**src/rtl/tff_arb_pkg.sv**
```systemverilog
// Shared types, default sizes and the round-robin search helper for the TFF toggle arbiter.
package tff_arb_pkg;

    localparam int NREQ_DEF  = 4;
    localparam int CNT_W_DEF = 16;
    localparam int MAX_REQ   = 16;

    typedef enum logic [1:0] {
        IDLE   = 2'd0,
        TOGGLE = 2'd1,
        CHECK  = 2'd2
    } state_t;

    // First set bit of req searching upward from ptr+1, wrapping modulo nreq.
    // Returns 0 when nothing is set; callers qualify the result with |req.
    function automatic logic [3:0] rr_pick(input logic [MAX_REQ-1:0] req,
                                           input logic [3:0]         ptr,
                                           input int                 nreq);
        logic [3:0] pick;
        logic [3:0] pos;
        logic       found;
        int         j;
        pick  = '0;
        found = 1'b0;
        for (int i = 1; i <= MAX_REQ; i++) begin
            j   = (int'(ptr) + i) % nreq;
            pos = j[3:0];
            if (i <= nreq && !found && req[pos]) begin
                pick  = pos;
                found = 1'b1;
            end
        end
        return pick;
    endfunction

endpackage

```
**src/rtl/tff_toggle_arbiter_rr_picker.sv**
```systemverilog
// Combinational round-robin priority search: next requester after ptr, plus any-request flag.
module rr_picker
    import tff_arb_pkg::*;
#(
    parameter  int NREQ  = NREQ_DEF,
    localparam int IDX_W = (NREQ > 1) ? $clog2(NREQ) : 1
) (
    input  logic [NREQ-1:0]  req,
    input  logic [IDX_W-1:0] ptr,
    output logic [IDX_W-1:0] idx,
    output logic             any_req
);

    logic [MAX_REQ-1:0] req_ext;
    logic [3:0]         ptr_ext;
    logic [3:0]         pick;

    // Widen to the helper's fixed width, search, then narrow back to the index width.
    always_comb begin
        req_ext             = '0;
        req_ext[NREQ-1:0]   = req;
        ptr_ext             = '0;
        ptr_ext[IDX_W-1:0]  = ptr;
        pick                = rr_pick(req_ext, ptr_ext, NREQ);
        idx                 = pick[IDX_W-1:0];
        any_req             = |req;
    end

endmodule

```
**src/rtl/tff_toggle_arbiter.sv**
```systemverilog
// Round-robin arbiter sharing one T flip-flop: one toggle per grant, then verifies q inverted.
module tff_toggle_arbiter
    import tff_arb_pkg::*;
#(
    parameter int NREQ  = NREQ_DEF,
    parameter int CNT_W = CNT_W_DEF
) (
    input  logic             clk,
    input  logic             rst,
    input  logic [NREQ-1:0]  req,
    output logic [NREQ-1:0]  ack,
    output logic             err,
    output logic [NREQ-1:0]  grant,
    output logic             busy,
    output logic             tff_t,
    output logic             tff_rst,
    input  logic             tff_q,
    output logic [CNT_W-1:0] toggle_cnt
);

    localparam int IDX_W = $clog2(NREQ);

    state_t           state;
    state_t           state_nxt;
    logic [IDX_W-1:0] idx;
    logic [IDX_W-1:0] rr_ptr;
    logic [IDX_W-1:0] pick_idx;
    logic             any_req;
    logic             q_pre;
    logic [NREQ-1:0]  sel;

    // The shared flop is reset together with the arbiter so an abort leaves both consistent.
    assign tff_rst = rst;

    rr_picker #(.NREQ(NREQ)) u_pick (
        .req     (req),
        .ptr     (rr_ptr),
        .idx     (pick_idx),
        .any_req (any_req)
    );

    // State register.
    always_ff @(posedge clk) begin
        if (rst) state <= IDLE;
        else     state <= state_nxt;
    end

    // Next state: IDLE waits for any request, then one TOGGLE cycle and one CHECK cycle.
    always_comb begin
        state_nxt = state;
        case (state)
            IDLE:    if (any_req) state_nxt = TOGGLE;
            TOGGLE:  state_nxt = CHECK;
            CHECK:   state_nxt = IDLE;
            default: state_nxt = IDLE;
        endcase
    end

    // Served index, round-robin pointer, pre-toggle q snapshot and success counter.
    always_ff @(posedge clk) begin
        if (rst) begin
            rr_ptr     <= IDX_W'(NREQ - 1);
            idx        <= '0;
            q_pre      <= 1'b0;
            toggle_cnt <= '0;
        end else begin
            case (state)
                IDLE:   if (any_req) idx <= pick_idx;
                TOGGLE: q_pre <= tff_q;
                CHECK: begin
                    rr_ptr <= idx;
                    if (tff_q != q_pre) toggle_cnt <= toggle_cnt + CNT_W'(1);
                end
                default: ;
            endcase
        end
    end

    // Outputs decoded from registered state and idx only; req never reaches them directly.
    always_comb begin
        sel      = '0;
        sel[idx] = 1'b1;
        grant    = '0;
        ack      = '0;
        err      = 1'b0;
        busy     = 1'b0;
        tff_t    = 1'b0;
        case (state)
            TOGGLE: begin
                tff_t = 1'b1;
                grant = sel;
                busy  = 1'b1;
            end
            CHECK: begin
                grant = sel;
                ack   = sel;
                busy  = 1'b1;
                err   = (tff_q == q_pre);
            end
            default: ;
        endcase
    end

endmodule

```
**config.mk**
```make
export PLATFORM = sky130hd
export DESIGN_NAME = tff_toggle_arbiter
export DESIGN_NICKNAME = d
export VERILOG_FILES = /design/src/rtl/tff_arb_pkg.sv /design/src/rtl/tff_toggle_arbiter_rr_picker.sv /design/src/rtl/tff_toggle_arbiter.sv
export SDC_FILE = /design/constraint.sdc
export NUM_CORES = 1
export LEC_CHECK = 0
export CAP_MARGIN = 20
export CORE_UTILIZATION = 30
export CTS_CLUSTER_SIZE = 25
export DETAILED_ROUTE_END_ITERATION = 8
export SLEW_MARGIN = 0
export SYNTH_ARGS = -nofsm -noshare
export SYNTH_HDL_FRONTEND = slang
export SYNTH_SLANG_ARGS = --single-unit
```
**constraint.sdc**
```tcl
create_clock -name clk -period 2.1 [get_ports clk]
set_input_delay 0.21 -clock clk [delete_from_list [all_inputs] [get_ports clk]]
set_output_delay 0.21 -clock clk [all_outputs]
set_load 0.005 [all_outputs]
```
Yosys cells after proc, flatten, opt, wreduce, memory -nomap -nowiden
Index checks and enable logic that the tools add are counted.
W data, S select, Z words.
{"block": "totals", "wordCells": 65, "input_bits": 7, "reg_bits": 23, "output_inout_bits": 28}
{"block": "classes", "n_eq_ne": 5, "n_mux": 24, "bitwise": 4, "n_lt_le_gt_ge": 6, "add_sub_neg": 5, "reduce_logical": 16}
{"op": "$lt A4 B5 Y1 const B", "n": 4}
{"op": "$add A16 B1 Y16 const B", "n": 1}
{"op": "$bmux W1 S3", "n": 4}
{"op": "$mux W1", "n": 11}
{"op": "$mux W2", "n": 5}
{"op": "$reduce_or A2 Y1", "n": 5}
{"op": "$mux W4", "n": 2}
{"op": "$add A2 B1 Y2 const B", "n": 2}
{"op": "$add A2 B2 Y2 const B", "n": 2}
{"op": "$and A1 B1 Y1 const A", "n": 4}
{"op": "$logic_and A1 B1 Y1", "n": 4}
{"op": "$pmux W2 S2", "n": 1}
{"op": "$reduce_and A2 Y1", "n": 2}
{"op": "$reduce_or A4 Y1", "n": 1}
{"op": "$logic_not A1 Y1", "n": 3}
{"op": "$lt A2 B3 Y1 const B", "n": 1}
{"op": "$demux W1 S2", "n": 1}
{"op": "$eq A2 B1 Y1 const B", "n": 1}
{"op": "$eq A2 B2 Y1 const B", "n": 1}
{"op": "$ge A2 B1 Y1 const B", "n": 1}
{"op": "$logic_not A2 Y1", "n": 1}
{"op": "$ne A2 B2 Y1 const B", "n": 1}
{"op": "$eq A1 B1 Y1", "n": 1}
{"op": "$ne A1 B1 Y1", "n": 1}

Longest topological paths before layout
Gate-level depths: netlist of the first run.
{"block": "depth", "word_depth": 15, "mapped_depth": 7, "ltp_nobuf": 6}

Modules after synthesis
A second synthesis of the first run with hierarchy kept.
{"block": "hier_totals", "hier_cells": 148, "hier_area_um2": 1224.9}
{"module": "tff_toggle_arbiter", "seq_area_each_um2": 460.4, "area_per_inst_um2": 1143.6, "instances": 1, "cells_per_inst": 134}
{"module": "rr_picker", "seq_area_each_um2": 0.0, "area_per_inst_um2": 81.3, "instances": 1, "cells_per_inst": 14}

Least setup slack after synthesis of the first run
Ideal clock, no wire load.
{"block": "synth_timing", "path_type": "flip-flop to flip-flop", "from": "register state[0]", "to": "register toggle_cnt[13]", "path_stages_with_launch": 8, "slack_ns": 0.406, "path_buffers": 1, "required_ns": 2.030, "t_arrival_ns": 1.623, "path_cell_list": "dfxtp_1 inv_1 ha_1 buf_2 nand4_1 nand2b_4 or4_1 a21oi_1"}
{"block": "synth_via", "elab_chain_len": 2}
{"item": "from (decl)", "line_no": "tff_toggle_arbiter.sv:23", "source": "state_t state;"}
{"item": "from (signal assigned)", "line_no": "tff_toggle_arbiter.sv:45", "source": "else state <= state_nxt;"}
{"item": "$eq A2 B2 Y1", "line_no": "tff_toggle_arbiter.sv:67", "source": "case (state)"}
{"item": "$reduce_and A2 Y1 (no line)"}
{"item": "to (signal assigned)", "line_no": "tff_toggle_arbiter.sv:72", "source": "if (tff_q != q_pre) toggle_cnt <= toggle_cnt + CNT_W'(1);"}
{"item": "to (decl)", "line_no": "tff_toggle_arbiter.sv:18", "source": "output logic [CNT_W-1:0] toggle_cnt"}
No other way between the ends.
A chain may end at the register's enable or synchronous reset.

Final worst setup path of the first run
{"block": "layout_timing", "from": "register state[1]", "to": "output grant[0]"}
{"block": "layout_via", "elab_chain_len": 3, "word_cells_on_any_way": 4, "cone_classes": "eq/ne (2); mux (1); reduce/logical (1)"}
{"item": "$eq A2 B1 Y1 or $eq A2 B2 Y1 (tied branches)", "line_no": "tff_toggle_arbiter.sv:88", "source": "case (state)"}
{"item": "$reduce_or A2 Y1 (no line) (*)"}
{"item": "$mux W4 (*)", "line_no": "tff_toggle_arbiter.sv:88"}
{"item": "to (decl)", "line_no": "tff_toggle_arbiter.sv:13", "source": "output logic [NREQ-1:0] grant,"}
Mark *: on every way between the ends. The rest lies on a longest branch, timed or not.

==> results of run 1 <==
worst register-to-register path: cells and delay by family, from the launching register on:
| family | cells | cell delay (ns) |
|---|---|---|
| compound gates | 1 | 0.15 |
| fa+ha+maj | 1 | 0.25 |
| buf+inv | 1 | 0.09 |
| flops | 1 | 0.32 |
| simple gates | 3 | 0.92 |
final timing paths:
path	depth (start not counted)	slack (ns)	endpoint
worst max register to register	6	0.31	toggle_cnt[15]$_SDFFE_PP0P_
worst max-delay path	4	0.10	grant[0]
worst min register to register	2	0.50	toggle_cnt[15]$_SDFFE_PP0P_
worst min-delay path	2	0.50	toggle_cnt[15]$_SDFFE_PP0P_
report_power, final:
group	switching [mW]	total (mW)	internal, mW
combinational	0.0707	0.156	0.0851
clock	0.142	0.275	0.132
sequential	0.0214	0.471	0.450
total	0.234	0.902	0.667
state kept, by name, summed over array words and instances (netlist names):
register    cells
rr_ptr          2
toggle_cnt     16
q_pre           1
idx             2
state           2
layer usage:
| metal | routed length, µm | part of all wire | vias to the layer above | GRT usage |
|---|---|---|---|---|
| met5 | 0 | 0 | - | 0 |
| met4 | 29 | 0.010 | 0 | 0.0435 |
| met3 | 128 | 0.046 | 2 | 0.0260 |
| met2 | 1270 | 0.45 | 31 | 0.232 |
| met1 | 1380 | 0.49 | 518 | 0.182 |
| li1 | - | - | 589 | - |
Yosys cell counts, drive strengths merged:
cell,n,area [µm²]
nand2b,4,32.5
a211o,1,8.76
o221ai,1,8.76
nor2b,3,18.8
and3,4,25.0
and4,2,17.5
or3,3,20.0
xnor2,4,35.0
nor4,2,12.5
or4,3,22.5
o22a,1,8.76
a311oi,2,17.5
ha,4,50.1
nor3b,2,15.0
nand3,7,35.0
and3b,1,8.76
xor2,7,68.8
clkbuf,5,18.8
nor2,16,60.1
a21o,2,15.0
inv,6,22.5
nand2,14,52.6
mux2i,4,40.0
dfxtp,23,460
nor3,3,15.0
buf,2,12.5
o21ai,5,25.0
nand4,5,31.3
o31ai,2,15.0
a21oi,9,45.0
cell usage in the layout (no fill, tap or decap), types with 2 or more instances in the layout:
master and instances:
or4_1 3, and3_1 4, or3_1 2, a311oi_1 2, mux2i_1 4, clkdlybuf4s50_1 34
dfxtp_1 23, nand2b_1 3, nor2_1 16, a21oi_1 9, nand3_1 7, nor4_1 2
a21o_1 2, nand4_1 5, o31ai_1 2, xor2_1 6, nor3_1 3, o21ai_0 5
ha_1 3, and4_1 2, inv_1 6, clkbuf_8 3, nor2b_1 3, nor3b_1 2
buf_4 5, xnor2_1 4, nand2_1 14
cell families after synthesis:
kind of cell / count (synthesis) / share of synthesized area
xor gates and xnor gates: 11 / 0.0852
muxes: 4 / 0.0329
buffers and inverters: 13 / 0.0441
adders and majority gates: 4 / 0.0411
DFF: 23 / 0.378
AOI/OAI and AO/OA: 23 / 0.118
and+or+nand+nor: 69 / 0.301
final cells by class:
type | instances | share of cell area
multi-input cells | 111 | 0.422
flip-flops and latches | 23 | 0.275
repair buffers | 39 | 0.226
well taps | 48 | 0.0359
clock buffers | 3 | 0.0247
inverters | 6 | 0.0135
clock inverters | 1 | 0.00299
repair_timing:
item / in CTS / in global routing
endpoints found under the setup margin: 0 / 3
resized for setup: 0 / 1
hold endpoints to repair: 0 / 0
==> results.tsv, run 1 <==
metric	value	unit
fin_crit_sh	0.951	
finalSetupViolCount	0	
antenna_found_initial	0	
cts_tree	yes	
min_from	toggle_cnt[15]$_SDFFE_PP0P_	
h-tree-depth	1	
start_util	0.323	
ys_ff_latch	23	
n_fill_cell	377	
p_total	0.902	mW
core	3770	µm²
final_util	0.444	
synthesis.nets	158	
cp-startpoint	state[1]$_SDFFE_PP0P_	
die_y	65.7	µm
r2r-start	state[0]$_SDFFE_PP0P_	
io-pin-count	35	
cp-start-kind	flop	
insertion_delay	0.27	ns
crit_type	reg -> out	
fin_cells	231	
rsz0062_at_grt	yes	
synthToLayoutAreaGrowth	37.4	%
die_w	65.7	µm
crit_arrival	1.79	ns
tightest_slew	0.340	ns
clk_path_buf_depth	2	
first_iter_violations	42	
slew_violations	0	
final_net_count	195	
period_needed	2.00	ns
cap_violations	0	
hold_slack	0.501	ns
crit_family	buffers and inverters	
clkTransAtPathRegs	0.08	ns
pre_cts_slack	0.187	ns
ys_seq_area_frac	0.378	
grt_start_max_net_pins	25	
hpwl	2090	µm
tns	0	ns
ys_warn_count	0	
cts_hold_buffers	0	
root_buffer	clkbuf_8	
wl_per_cell	12.2	µm
wirelength	2810	µm
p_leak	0.631	nW
path_max_fanout	5	
cp.required	1.89	ns
cp_cell_sequence	inv_1, ha_1, nor3b_1, clkdlybuf4s50_1	
crit_buf_inv	2	
grt_pass1_vias	1098	
portBuffers	34	
drive_gt1_frac	0.0710	
final_cell_area	1670	µm²
synth_area	1220	µm²
dr.pass1.iters	4	
num_vias	1140	
hp-class	reg -> reg	
drcViolationCount	0	
dieArea	4320	µm²
slew_headroom	0.771	
place_area	1630	µm²
clock_sinks	23	
gp_congestion	0.769	
layout.area.seq	460	µm²
grt_usage	0.140	
cp_slowest_stage_delay	0.52	ns
postCtsSetupBuffers	0	
rows	22	
ys_types	34	
final.setup_skew	0.00446	ns
grt.overflow.total	0	
antenna_left	0	
run_status	finished clean	
worstSetupEndpointType	output port	
fmax	501	MHz
setup_slack	0.103	ns
power.density	539	nW/µm²
cp_slowest_cell	clkdlybuf4s50_1	
avgSynthCellArea	8.29	µm²
multiInputGateArea	707	µm²
diodes	0	
via_per_inst	4.94	
netlist_instances	147	
grt_first_pass_wirelength	4710	µm
finalHoldViolCount	0	
numCtsBuffers	3	
placed_cells	227	
ir_worst_vdd	0.000351	V
Power figures use the tool's default switching activity.
==> run 2: changes to the inputs <==
ABC_AREA = 1   (was unset)
ABC_CLOCK_PERIOD_IN_PS = 2100   (was unset)
CORE_ASPECT_RATIO = 1.4   (was unset)
==> results.tsv, run 2 <==
metric	value	unit	change
run_status	finished clean		
ys_seq_area_frac	0.305		-0.0729
cts_hold_buffers	0		unchanged
rows	30		+36%
antenna_left	0		unchanged
crit_type	reg -> out		
wl_per_cell	11.2	µm	-8.0%
layout_common_cells	nand2_1 (49), clkdlybuf4s50_1 (34), inv_1 (32)		
die_y	86.0	µm	+31%
clock_sinks	23		unchanged
h-tree-depth	1		unchanged
ys_warn_count	0		unchanged
insertion_delay	0.27	ns	about the same
reg2reg_to	idx[0]$_SDFFE_PP0P_		
layout.area.seq	460	µm²	unchanged
power.density	514	nW/µm²	-4.5%
start_util	0.312		-0.0113
root_buffer	clkbuf_8		
dieArea	5330	µm²	+23%
tns	0	ns	unchanged
setup_slack	0.116	ns	+0.0125 ns
gp_congestion	0.803		+4.4%
slew_violations	0		unchanged
ys_ff_latch	23		unchanged
postCtsSetupBuffers	0		unchanged
grt_start_max_net_pins	14		-44%
final_net_count	276		+42%
rsz0062_at_grt	no		
fmax	504	MHz	+0.63%
slew_headroom	0.733		-0.0378
drcViolationCount	0		unchanged
tightest_slew	0.400	ns	+0.0592 ns
grt.overflow.total	0		unchanged
hp-class	reg -> reg		
avgSynthCellArea	6.57	µm²	-21%
core	4840	µm²	+28%
grt_first_pass_wirelength	6480	µm	+38%
finalSetupViolCount	0		unchanged
ys_types	29		-15%
n_fill_cell	492		+31%
synthAdderAreaFrac	0.0331		-0.00793
synth_xor_area_frac	0.0464		-0.0388
synth-async-reset-ratio	0		unchanged
final_common_cell	nand2_1		
min_from	toggle_cnt[14]$_SDFFE_PP0P_		
worstSetupEndpointType	output port		
via_per_inst	4.66		-5.5%
cap_violations	0		unchanged
clk_path_buf_depth	2		unchanged
synthToLayoutAreaGrowth	29.3	%	
hold_slack	0.482	ns	-0.0190 ns
netlist_instances	230		+56%
synthTopCellsByCount	nand2_1 (49), inv_1 (32), dfxtp_1 (23)		
first_iter_violations	44		+4.8%
period_needed	1.98	ns	-0.0125 ns
r2r-start	rr_ptr[0]$_SDFFE_PP1P_		
portBuffers	34		unchanged
regMostFlops	toggle_cnt		
die_w	62.0	µm	-5.7%
wirelength	3670	µm	+31%
hold_depth	2		unchanged
r2r_cells	11		+5
path_max_fanout	4		-1
p_leak	0.701	nW	+11%
multiInputGateArea	867	µm²	+23%
hpwl	2820	µm	+35%
synth_top_family_by_area	simple AND/OR/NAND/NOR gates		
final.setup_skew	0.00289	ns	-0.00157 ns
pre_cts_slack	0.314	ns	+0.127 ns
finalHoldViolCount	0		unchanged
cts_tree	yes		
whs_endpoint	toggle_cnt[14]$_SDFFE_PP0P_		
ys.flop_type	dfxtp_1		
ir_worst_vdd	0.000219	V	-38%
cp-start-kind	flop		
num_vias	1529		+34%
numCtsBuffers	3		unchanged
grt_pass1_vias	1510		+38%
synth_area	1510	µm²	+24%
synthMuxAreaShare	0		-0.0329
crit_arrival	1.77	ns	-0.02 ns
synth_simple_gate_area_frac	0.376		+0.0753
antenna_found_initial	0		unchanged
post_cts_resized	0		unchanged
synth_edf_count	0		unchanged
synth_most_common_cell	nand2_1		
yosysTopAreaCell	dfxtp_1		
synth-compound-area-share	0.118		+0.000406
grt_usage	0.158		+0.0182
synthesis.nets	241		+53%
regToRegSetupSlack	0.58	ns	+0.27 ns
clkTransAtPathRegs	0.09	ns	about the same
drive_gt1_frac	0.0985		+0.0274
yosysTopAreaCellShare	0.305		-0.0729
diodes	0		unchanged
largest_reg_flops	16		unchanged
dr.pass1.iters	4		unchanged
fin_crit_sh	0.945		-0.00594
cp.required	1.89	ns	about the same
io-pin-count	35		unchanged
synth_area_leaders	dfxtp_1 (30%), nand2_1 (12%), inv_1 (8.0%)		
-- run 2: changes by cell type after synthesis, moves of 4 or more --
| cell | before | now |
|---|---|---|
| a21oi_1 | 9 | 17 |
| and3_1 | 4 | 0 |
| inv_1 | 6 | 32 |
| mux2i_1 | 4 | 0 |
| nand2_1 | 14 | 49 |
| nand2_2 | 0 | 8 |
| nand2_4 | 0 | 4 |
| nand3_1 | 7 | 20 |
| nor3_1 | 3 | 12 |
| o21ai_0 | 5 | 9 |
-- run 2: cells by family after synthesis --
group,count (synthesis)
compound gates,33
xor+xnor,8
fa+ha+maj,4
buf+inv,43
flops,23
simple gates,119
-- run 2: final cells by class --
| type | count | share of cell area |
|---|---|---|
| inverters | 37 | 0.0737 |
| well taps | 64 | 0.0410 |
| flip-flops and latches | 23 | 0.236 |
| repair buffers | 36 | 0.182 |
| multi-input cells | 164 | 0.444 |
| clock inverters | 1 | 0.00256 |
| clock buffers | 3 | 0.0211 |
-- run 2: stage by stage --
stage	total power, mW	std cells	instance area, µm²	utilization
final	1.00	328	1950	0.403
after global routing	1.07	328	1950	0.403
after CTS	1.01	328	1950	0.403
after detailed placement	0.730	324	1910	0.394
after global placement	0.730	324	1910	0.394
after floorplan	0.648	230	1510	-
-- run 2: metal layers --
layer,global-route usage,share of wire,routed length [µm]
met1,0.179,0.43,1570
met2,0.282,0.51,1860
met3,0.0226,0.043,156
met4,0.0646,0.023,85
met5,0,0,0
-- run 2: how the worst max path moves through the flow --
stage                                     startpoint                     endpoint  depth (start not counted)
after floorplan           toggle_cnt[0]$_SDFFE_PP0P_  toggle_cnt[12]$_SDFFE_PP0P_                          7
after global placement                         tff_q   toggle_cnt[5]$_SDFFE_PP0P_                          7
after detailed placement                       tff_q   toggle_cnt[4]$_SDFFE_PP0P_                          7
after CTS                      state[1]$_SDFFE_PP0P_                     grant[3]                          5
after global routing           state[1]$_SDFFE_PP0P_                     grant[3]                          5
final                          state[1]$_SDFFE_PP0P_                     grant[1]                          5
-- run 2: report_power, final --
part	switching [mW]	internal, mW	total [mW]
logic	0.136	0.106	0.241
clock network	0.152	0.133	0.285
registers	0.0245	0.453	0.477
total	0.313	0.691	1.00
-- run 2: worst max-delay path, cell delays in order, from the launching register on --
cell,delay [ns]
dfxtp_1,0.37
inv_1,0.08
ha_1,0.29
inv_1,0.07
nor3_1,0.15
clkdlybuf4s50_1,0.53
==> run 3: changes to the inputs <==
CAP_MARGIN = 30   (was 20)
TNS_END_PERCENT = 10   (was unset)
==> results of run 3 <==
The final DEF is identical to that of run 2; final timing and power are the same.
